$ cat src/rtl/ifetch_pkg.sv
// ifetch_pkg: shared definitions for the instruction fetch stage.
//   state_e     - fetch FSM states (IDLE, REQ, WAIT, HOLD, FAULT)
//   INS_NOP     - instruction presented before the first fetch (addi x0,x0,0)
//   PC_INC      - sequential PC step
//   align_word  - clears the byte-offset bits of an address
package ifetch_pkg;

    typedef enum logic [2:0] {
        IDLE  = 3'd0,
        REQ   = 3'd1,
        WAIT  = 3'd2,
        HOLD  = 3'd3,
        FAULT = 3'd4
    } state_e;

    localparam logic [31:0] INS_NOP = 32'h0000_0013;
    localparam logic [31:0] PC_INC  = 32'd4;

    function automatic logic [31:0] align_word(input logic [31:0] addr);
        return addr & 32'hFFFF_FFFC;
    endfunction

endpackage

$ cat src/rtl/ifetch_if.sv
// ifetch_if: fetch-stage bus bundle.
//   Instruction memory side : imem_req, imem_addr, imem_gnt, imem_rvalid, imem_rdata
//   Decode side             : ins, ins_pc, ins_valid, ins_ready, redirect, redirect_pc
// Modports:
//   master - the fetch unit (drives imem request and the instruction to decode)
//   slave  - the environment (memory + decoder/execute)
interface ifetch_if;

    logic        imem_req;
    logic [31:0] imem_addr;
    logic        imem_gnt;
    logic        imem_rvalid;
    logic [31:0] imem_rdata;

    logic [31:0] ins;
    logic [31:0] ins_pc;
    logic        ins_valid;
    logic        ins_ready;
    logic        redirect;
    logic [31:0] redirect_pc;

    modport master (
        output imem_req, imem_addr, ins, ins_pc, ins_valid,
        input  imem_gnt, imem_rvalid, imem_rdata, ins_ready, redirect, redirect_pc
    );

    modport slave (
        input  imem_req, imem_addr, ins, ins_pc, ins_valid,
        output imem_gnt, imem_rvalid, imem_rdata, ins_ready, redirect, redirect_pc
    );

endinterface

$ cat src/rtl/ifetch_timeout_cnt.sv
// ifetch_timeout_cnt: clear/enable cycle counter guarding the memory response wait.
//   clk, rst  - clock, asynchronous active-high reset
//   clr       - synchronous clear (takes priority over en)
//   en        - count one missed-response cycle
//   expired   - this enabled cycle is the LIMIT-th consecutive one
module ifetch_timeout_cnt #(
    parameter int unsigned LIMIT = 15
) (
    input  logic clk,
    input  logic rst,
    input  logic clr,
    input  logic en,
    output logic expired
);

    localparam int unsigned W = $clog2(LIMIT + 1);
    localparam logic [W-1:0] LAST = W'(LIMIT - 1);

    logic [W-1:0] cnt_q;

    always_ff @(posedge clk or posedge rst) begin
        if (rst) begin
            cnt_q <= '0;
        end else if (clr) begin
            cnt_q <= '0;
        end else if (en) begin
            cnt_q <= cnt_q + W'(1);
        end
    end

    // Flags the cycle whose increment would reach LIMIT, so the FSM can
    // leave on that same edge instead of one cycle late.
    assign expired = en && (cnt_q == LAST);

endmodule

$ cat src/rtl/ifetch_unit.sv
// ifetch_unit: instruction fetch stage for the single-cycle RV32I core.
// Owns the PC, issues one request at a time to instruction memory and holds
// the returned word for decode until it is retired.
//   clk, rst     - clock, asynchronous active-high reset
//   bus          - ifetch_if.master (imem request/grant/rvalid + decode valid/ready)
//   fetch_fault  - sticky fault flag (memory timeout or misaligned redirect)
// Parameters:
//   RESET_PC     - first fetch address after reset
//   IMEM_TIMEOUT - WAIT cycles without imem_rvalid before fault (1..255)
// Build option:
//   IFETCH_ALIGN_CHECK_EN - when defined, a retired redirect to a non-word
//                           address faults; otherwise the target is aligned down.
module ifetch_unit
    import ifetch_pkg::*;
#(
    parameter logic [31:0] RESET_PC     = 32'h0000_0000,
    parameter int unsigned IMEM_TIMEOUT = 15
) (
    input  logic      clk,
    input  logic      rst,
    ifetch_if.master  bus,
    output logic      fetch_fault
);

    state_e      state_q;
    logic [31:0] pc_q;
    logic [31:0] ins_q;
    logic [31:0] ins_pc_q;

    logic cnt_clr;
    logic cnt_en;
    logic cnt_expired;

    assign cnt_clr = (state_q == REQ) && bus.imem_gnt;
    assign cnt_en  = (state_q == WAIT) && !bus.imem_rvalid;

    ifetch_timeout_cnt #(
        .LIMIT (IMEM_TIMEOUT)
    ) u_timeout (
        .clk     (clk),
        .rst     (rst),
        .clr     (cnt_clr),
        .en      (cnt_en),
        .expired (cnt_expired)
    );

    always_ff @(posedge clk or posedge rst) begin
        if (rst) begin
            state_q  <= IDLE;
            pc_q     <= RESET_PC;
            ins_q    <= INS_NOP;
            ins_pc_q <= RESET_PC;
        end else begin
            case (state_q)
                IDLE: state_q <= REQ;

                REQ: begin
                    if (bus.imem_gnt) begin
                        state_q <= WAIT;
                    end
                end

                WAIT: begin
                    // A response on the timeout edge still wins.
                    if (bus.imem_rvalid) begin
                        ins_q    <= bus.imem_rdata;
                        ins_pc_q <= pc_q;
                        state_q  <= HOLD;
                    end else if (cnt_expired) begin
                        state_q <= FAULT;
                    end
                end

                HOLD: begin
                    if (bus.ins_ready) begin
                        if (bus.redirect) begin
`ifdef IFETCH_ALIGN_CHECK_EN
                            if (bus.redirect_pc[1:0] != 2'b00) begin
                                state_q <= FAULT;
                            end else begin
                                pc_q    <= bus.redirect_pc;
                                state_q <= REQ;
                            end
`else
                            pc_q    <= align_word(bus.redirect_pc);
                            state_q <= REQ;
`endif
                        end else begin
                            pc_q    <= pc_q + PC_INC;
                            state_q <= REQ;
                        end
                    end
                end

                FAULT: state_q <= FAULT;

                default: state_q <= IDLE;
            endcase
        end
    end

    assign bus.imem_req  = (state_q == REQ);
    assign bus.imem_addr = pc_q;
    assign bus.ins       = ins_q;
    assign bus.ins_pc    = ins_pc_q;
    assign bus.ins_valid = (state_q == HOLD);
    assign fetch_fault   = (state_q == FAULT);

endmodule

$ cat src/flat_wrapper.sv
// flat-port wrapper written by rule: the top's interface ports become plain ports
module ifetch_unit_flat import ifetch_pkg::*;
#(
    parameter logic [31:0] RESET_PC     = 32'h0000_0000,
    parameter int unsigned IMEM_TIMEOUT = 15
)
  (clk, rst, fetch_fault, bus_imem_req, bus_imem_addr, bus_ins, bus_ins_pc, bus_ins_valid, bus_imem_gnt, bus_imem_rvalid, bus_imem_rdata, bus_ins_ready, bus_redirect, bus_redirect_pc);
  ifetch_if bus_i ();
  input  logic clk;
  input  logic rst;
  output logic fetch_fault;
  output wire logic [$bits(bus_i.imem_req)-1:0] bus_imem_req;
  output wire logic [$bits(bus_i.imem_addr)-1:0] bus_imem_addr;
  output wire logic [$bits(bus_i.ins)-1:0] bus_ins;
  output wire logic [$bits(bus_i.ins_pc)-1:0] bus_ins_pc;
  output wire logic [$bits(bus_i.ins_valid)-1:0] bus_ins_valid;
  input wire logic [$bits(bus_i.imem_gnt)-1:0] bus_imem_gnt;
  input wire logic [$bits(bus_i.imem_rvalid)-1:0] bus_imem_rvalid;
  input wire logic [$bits(bus_i.imem_rdata)-1:0] bus_imem_rdata;
  input wire logic [$bits(bus_i.ins_ready)-1:0] bus_ins_ready;
  input wire logic [$bits(bus_i.redirect)-1:0] bus_redirect;
  input wire logic [$bits(bus_i.redirect_pc)-1:0] bus_redirect_pc;
  assign bus_imem_req = bus_i.imem_req;
  assign bus_imem_addr = bus_i.imem_addr;
  assign bus_ins = bus_i.ins;
  assign bus_ins_pc = bus_i.ins_pc;
  assign bus_ins_valid = bus_i.ins_valid;
  assign bus_i.imem_gnt = bus_imem_gnt;
  assign bus_i.imem_rvalid = bus_imem_rvalid;
  assign bus_i.imem_rdata = bus_imem_rdata;
  assign bus_i.ins_ready = bus_ins_ready;
  assign bus_i.redirect = bus_redirect;
  assign bus_i.redirect_pc = bus_redirect_pc;
  ifetch_unit #(.RESET_PC(RESET_PC), .IMEM_TIMEOUT(IMEM_TIMEOUT)) u_core (.clk(clk), .rst(rst), .bus(bus_i), .fetch_fault(fetch_fault));
endmodule
$ cat config.mk
export PLATFORM = sky130hd
export DESIGN_NAME = ifetch_unit_flat
export DESIGN_NICKNAME = d
export VERILOG_FILES = /design/src/rtl/ifetch_pkg.sv /design/src/rtl/ifetch_if.sv /design/src/rtl/ifetch_timeout_cnt.sv /design/src/rtl/ifetch_unit.sv /design/src/flat_wrapper.sv
export SDC_FILE = /design/constraint.sdc
export NUM_CORES = 1
export LEC_CHECK = 0
export ABC_AREA = 1
export ABC_CLOCK_PERIOD_IN_PS = 3200
export CORE_AREA = 2 2 101 122
export DETAILED_ROUTE_END_ITERATION = 8
export DIE_AREA = 0 0 103 124
export PLACE_DENSITY_LB_ADDON = 0.3
export SYNTH_ARGS = -nofsm -noshare
export SYNTH_HDL_FRONTEND = slang
export SYNTH_SLANG_ARGS = --single-unit
export TNS_END_PERCENT = 1
$ cat constraint.sdc
create_clock -name clk -period 3.2 [get_ports clk]
set_input_delay 0.32 -clock clk [delete_from_list [all_inputs] [get_ports clk]]
set_output_delay 0.32 -clock clk [all_outputs]
set_load 0.02 [all_outputs]
==> summary.md <==
| Metric | Value |
|---|---|
| Status | finished, final reports clean |
| Cts hold-fix bufs | 0 |
| Fmax | 478 MHz |
| CP startpoint kind | register |
| Die Area | 12800 µm² |
| Number of DRC markers in iteration 0 | 253 |
| Area of the multi-input gates | 2260 µm² |
| Worst-Skew Late Latency | 0.35 ns |
| Fin. Hold Viols | 0 |
| Fin crit share | 65.3% |
| Area share of fa/ha/maj cells after synthesis | 0.735% |
| Detail Route Antenna Nets | 0 |
| Synth Area in Compound Gates | 9.24% |
| Vias/cell | 4.98 |
| Cell depth of the worst flop-to-flop path | 4 |
| Kind of critical path | register to output pin |
| Max-cap check violation count | 0 |
| Share of cells above drive strength 1 | 8.83% |
| Worst r2r src | u_core.state_q[0] |
| Fin crit period | 2.09 ns |
| Clk network pwr share | 15.4% |
| Row count | 43 |
| Met2 global-route usage | 35.5% |
| Synth Area in Simple Gates | 24.0% |
| Routed WL | 13800 µm |
| Xor/xnor share of the synthesized area | 0.171% |
| Synth Area per Inst | 8.36 µm² |
| IR drop worst, VDD | 0.455 mV |
| R2R Path End | u_core.bus.ins[6] |
| Sw Ratio | 40.9% |
| Root buf cell | clkbuf_16 |
| Fill cells | 1060 |
| Critical path destination | bus_imem_req |
| Initial core utilization | 44.4% |
| Met1 usage | 28.3% |
| CTS tree | yes |
| Cells after DPL | 911 |
| Core area | 11500 µm² |
| Post-route setup TNS | 0 ns |
| Register area share after synthesis | 48.6% |
| Number of port buffers | 162 |
| Synthesis-stage register bit count | 99 |
| Main combinational cell family by area after synthesis | simple AND/OR/NAND/NOR gates |
| TritonCTS Buffers | 9 |
| Gr usage total | 21.8% |
| H-tree depth | 3 |
| DR WL/cell | 14.9 µm |
| Final #Nets | 838 |
| Pwr/cell area | 1020 nW/µm² |
| M3 GR Usage | 5.39% |
| # DRC | 0 |
| Area grow syn2layout | 39.8% |
| Worst Path Arrival | 1.77 ns |
| Vias post-DR | 4615 |
| Antenna diodes | 0 |
| Worst Tran Pin Value | 0.632 ns |
| Non-filler instance count after layout | 927 |
| Pre-Repair DR Iteration Count | 5 |
| Max_slew headroom | 57.9% |
| First-pass GRT wire length | 21700 µm |
| Setup-failing EPs final | 0 |
| Post-CTS Setup Inserts | 0 |
| Ports | 169 |
| Largest net degree at the start of global routing | 65 |
| FF/Latch Area | 2480 µm² |
| DP HPWL | 10200 µm |
| P_leak | 3.29 nW |
| Worst-path fanout max | 3 |
| Internal power | 4.29 mW |
| Routability cong. | 0.882 |
| Hold Crit Class | input port to async pin |
| Initial antenna violation count | 0 |
| Die W | 103 µm |
| Synth Warn # | 0 |
| Yosys cell types | 34 |
| Crit path from | u_core.state_q[1] |
| Vias in the first global route | 4450 |
| Die height | 124 µm |
| Post-synthesis cell count | 611 |
| Clock buffer depth | 2 |
| Sw power | 2.97 mW |
| Mux share of post-synthesis cell area | 9.55% |
| Worst Setup End Kind | output pin |
| Critical Path RT | 2.88 ns |
| CTS Sinks | 99 |
| Post-CTS Resized | 0 |
| Comb pwr share | 51.5% |
| RSZ-0062 raised after global routing | false |
| Setup slack, reg-to-reg | 1.19 ns |
| Clk slew on worst S/H paths | 0.07 ns |
| Seq pwr share | 33.1% |
| Netlist Area Pre-Place | 5110 µm² |
| Final Slew Violations | 0 |
| Worst Skew | 0.0102 ns |
| Layer carrying the most global-route usage | met2 |
| Grt ovf | 0 |
[power groups by stage]
stage / sequential, mW / combinational (mW) / clock, mW
5_1_grt: 2.50 / 4.06 / 1.19
2_1_floorplan: 3.03 / 1.47 / 0
3_3_place_gp: 2.39 / 3.69 / 0
3_5_place_dp: 2.42 / 3.75 / 0
4_1_cts: 2.40 / 3.77 / 1.13
6_report: 2.40 / 3.74 / 1.12
[Yosys cell counts, drive strengths merged]
library cell,n,area [µm²]
clkbuf,11,51.3
nand2,170,646
mux2,33,488
a22oi,2,15.0
o31ai,1,7.51
o21ai,62,310
nor3,6,30.0
and2,3,18.8
nand3,37,190
a21oi,21,105
nand3b,1,7.51
a211oi,1,7.51
clkinv,1,3.75
inv,56,210
nor2,81,329
ha,3,37.5
o21a,1,7.51
dfrtp,96,2400
o22ai,2,12.5
dfstp,3,78.8
a31oi,1,6.26
xor2,1,8.76
buf,16,124
nand4,1,6.26
conb,1,3.75
[layout make-up]
type | instances | share of cell area, %
Inverter | 57 | 3.03
Timing Repair Buffer | 167 | 23.6
Clock buffer | 10 | 3.35
Tap cell | 157 | 2.75
Clock inverter | 6 | 0.911
Sequential cell | 99 | 34.8
Multi-Input combinational cell | 431 | 31.6
[worst min path at each step]
stage	from	end	slack [ns]	depth (start not counted)
finish	rst	u_core.bus.ins[16]	0.36	2
floorplan	bus_imem_rdata[1]	u_core.bus.ins[1]	0.47	1
global route	rst	u_core.bus.ins[15]	0.40	2
detailed placement	u_core.bus.ins_pc[12]	u_core.bus.ins_pc[12]	0.47	2
CTS	rst	u_core.bus.ins[12]	0.37	2
global placement	u_core.bus.ins_pc[9]	u_core.bus.ins_pc[9]	0.47	2
[cell usage in the layout (no fill, tap or decap), types with 4 or more instances in the layout]
cell type / instances
o21ai_0: 61
nand2_1: 167
clkdlybuf4s50_1: 162
nor2_1: 75
conb_1: 4
inv_1: 55
nor2_2: 4
mux2_4: 31
nor3_1: 6
nand3_1: 36
dfrtp_1: 96
a21oi_1: 21
clkbuf_16: 9
[cells by family after synthesis]
logic type | Yosys count
compound gates | 91
xor+xnor | 1
fa+ha+maj | 3
buf+inv | 84
flops | 99
mux | 33
other cells | 1
simple gates | 299
[metrics by stage]
step / power [mW] / util (%) / worst slack (ns) / area (µm²) / hold slack (ns)
after floorplan: 4.49 / - / 0.295 / 5120 / 0.468
after global placement: 6.08 / 59.4 / 0.981 / 6830 / 0.470
after detailed placement: 6.18 / 59.4 / 0.972 / 6830 / 0.473
after CTS: 7.31 / 62.0 / 1.10 / 7140 / 0.374
after global routing: 7.75 / 62.0 / 0.999 / 7140 / 0.395
final: 7.26 / 62.0 / 1.11 / 7140 / 0.362
[layer usage]
metal,wire length [µm],share of wire (%)
met3,1080,7.8
met1,5900,43
met4,278,2.0
met5,0,0
met2,6580,48
[sequential cells by signal, summed over array words and instances, names as in the netlist]
register,count
u_core.u_timeout.cnt_q,4
u_core.bus.ins,32
u_core.bus.imem_addr,30
u_core.state_q,3
u_core.bus.ins_pc,30
[critical path: stages, from the launching register on]
cell and delay (ns):
dfrtp_1 0.40, inv_1 0.09, nand2_1 0.09, nor2_1 0.21, clkdlybuf4s50_1 0.65
No activity file was read; power rests on OpenSTA's default activity.
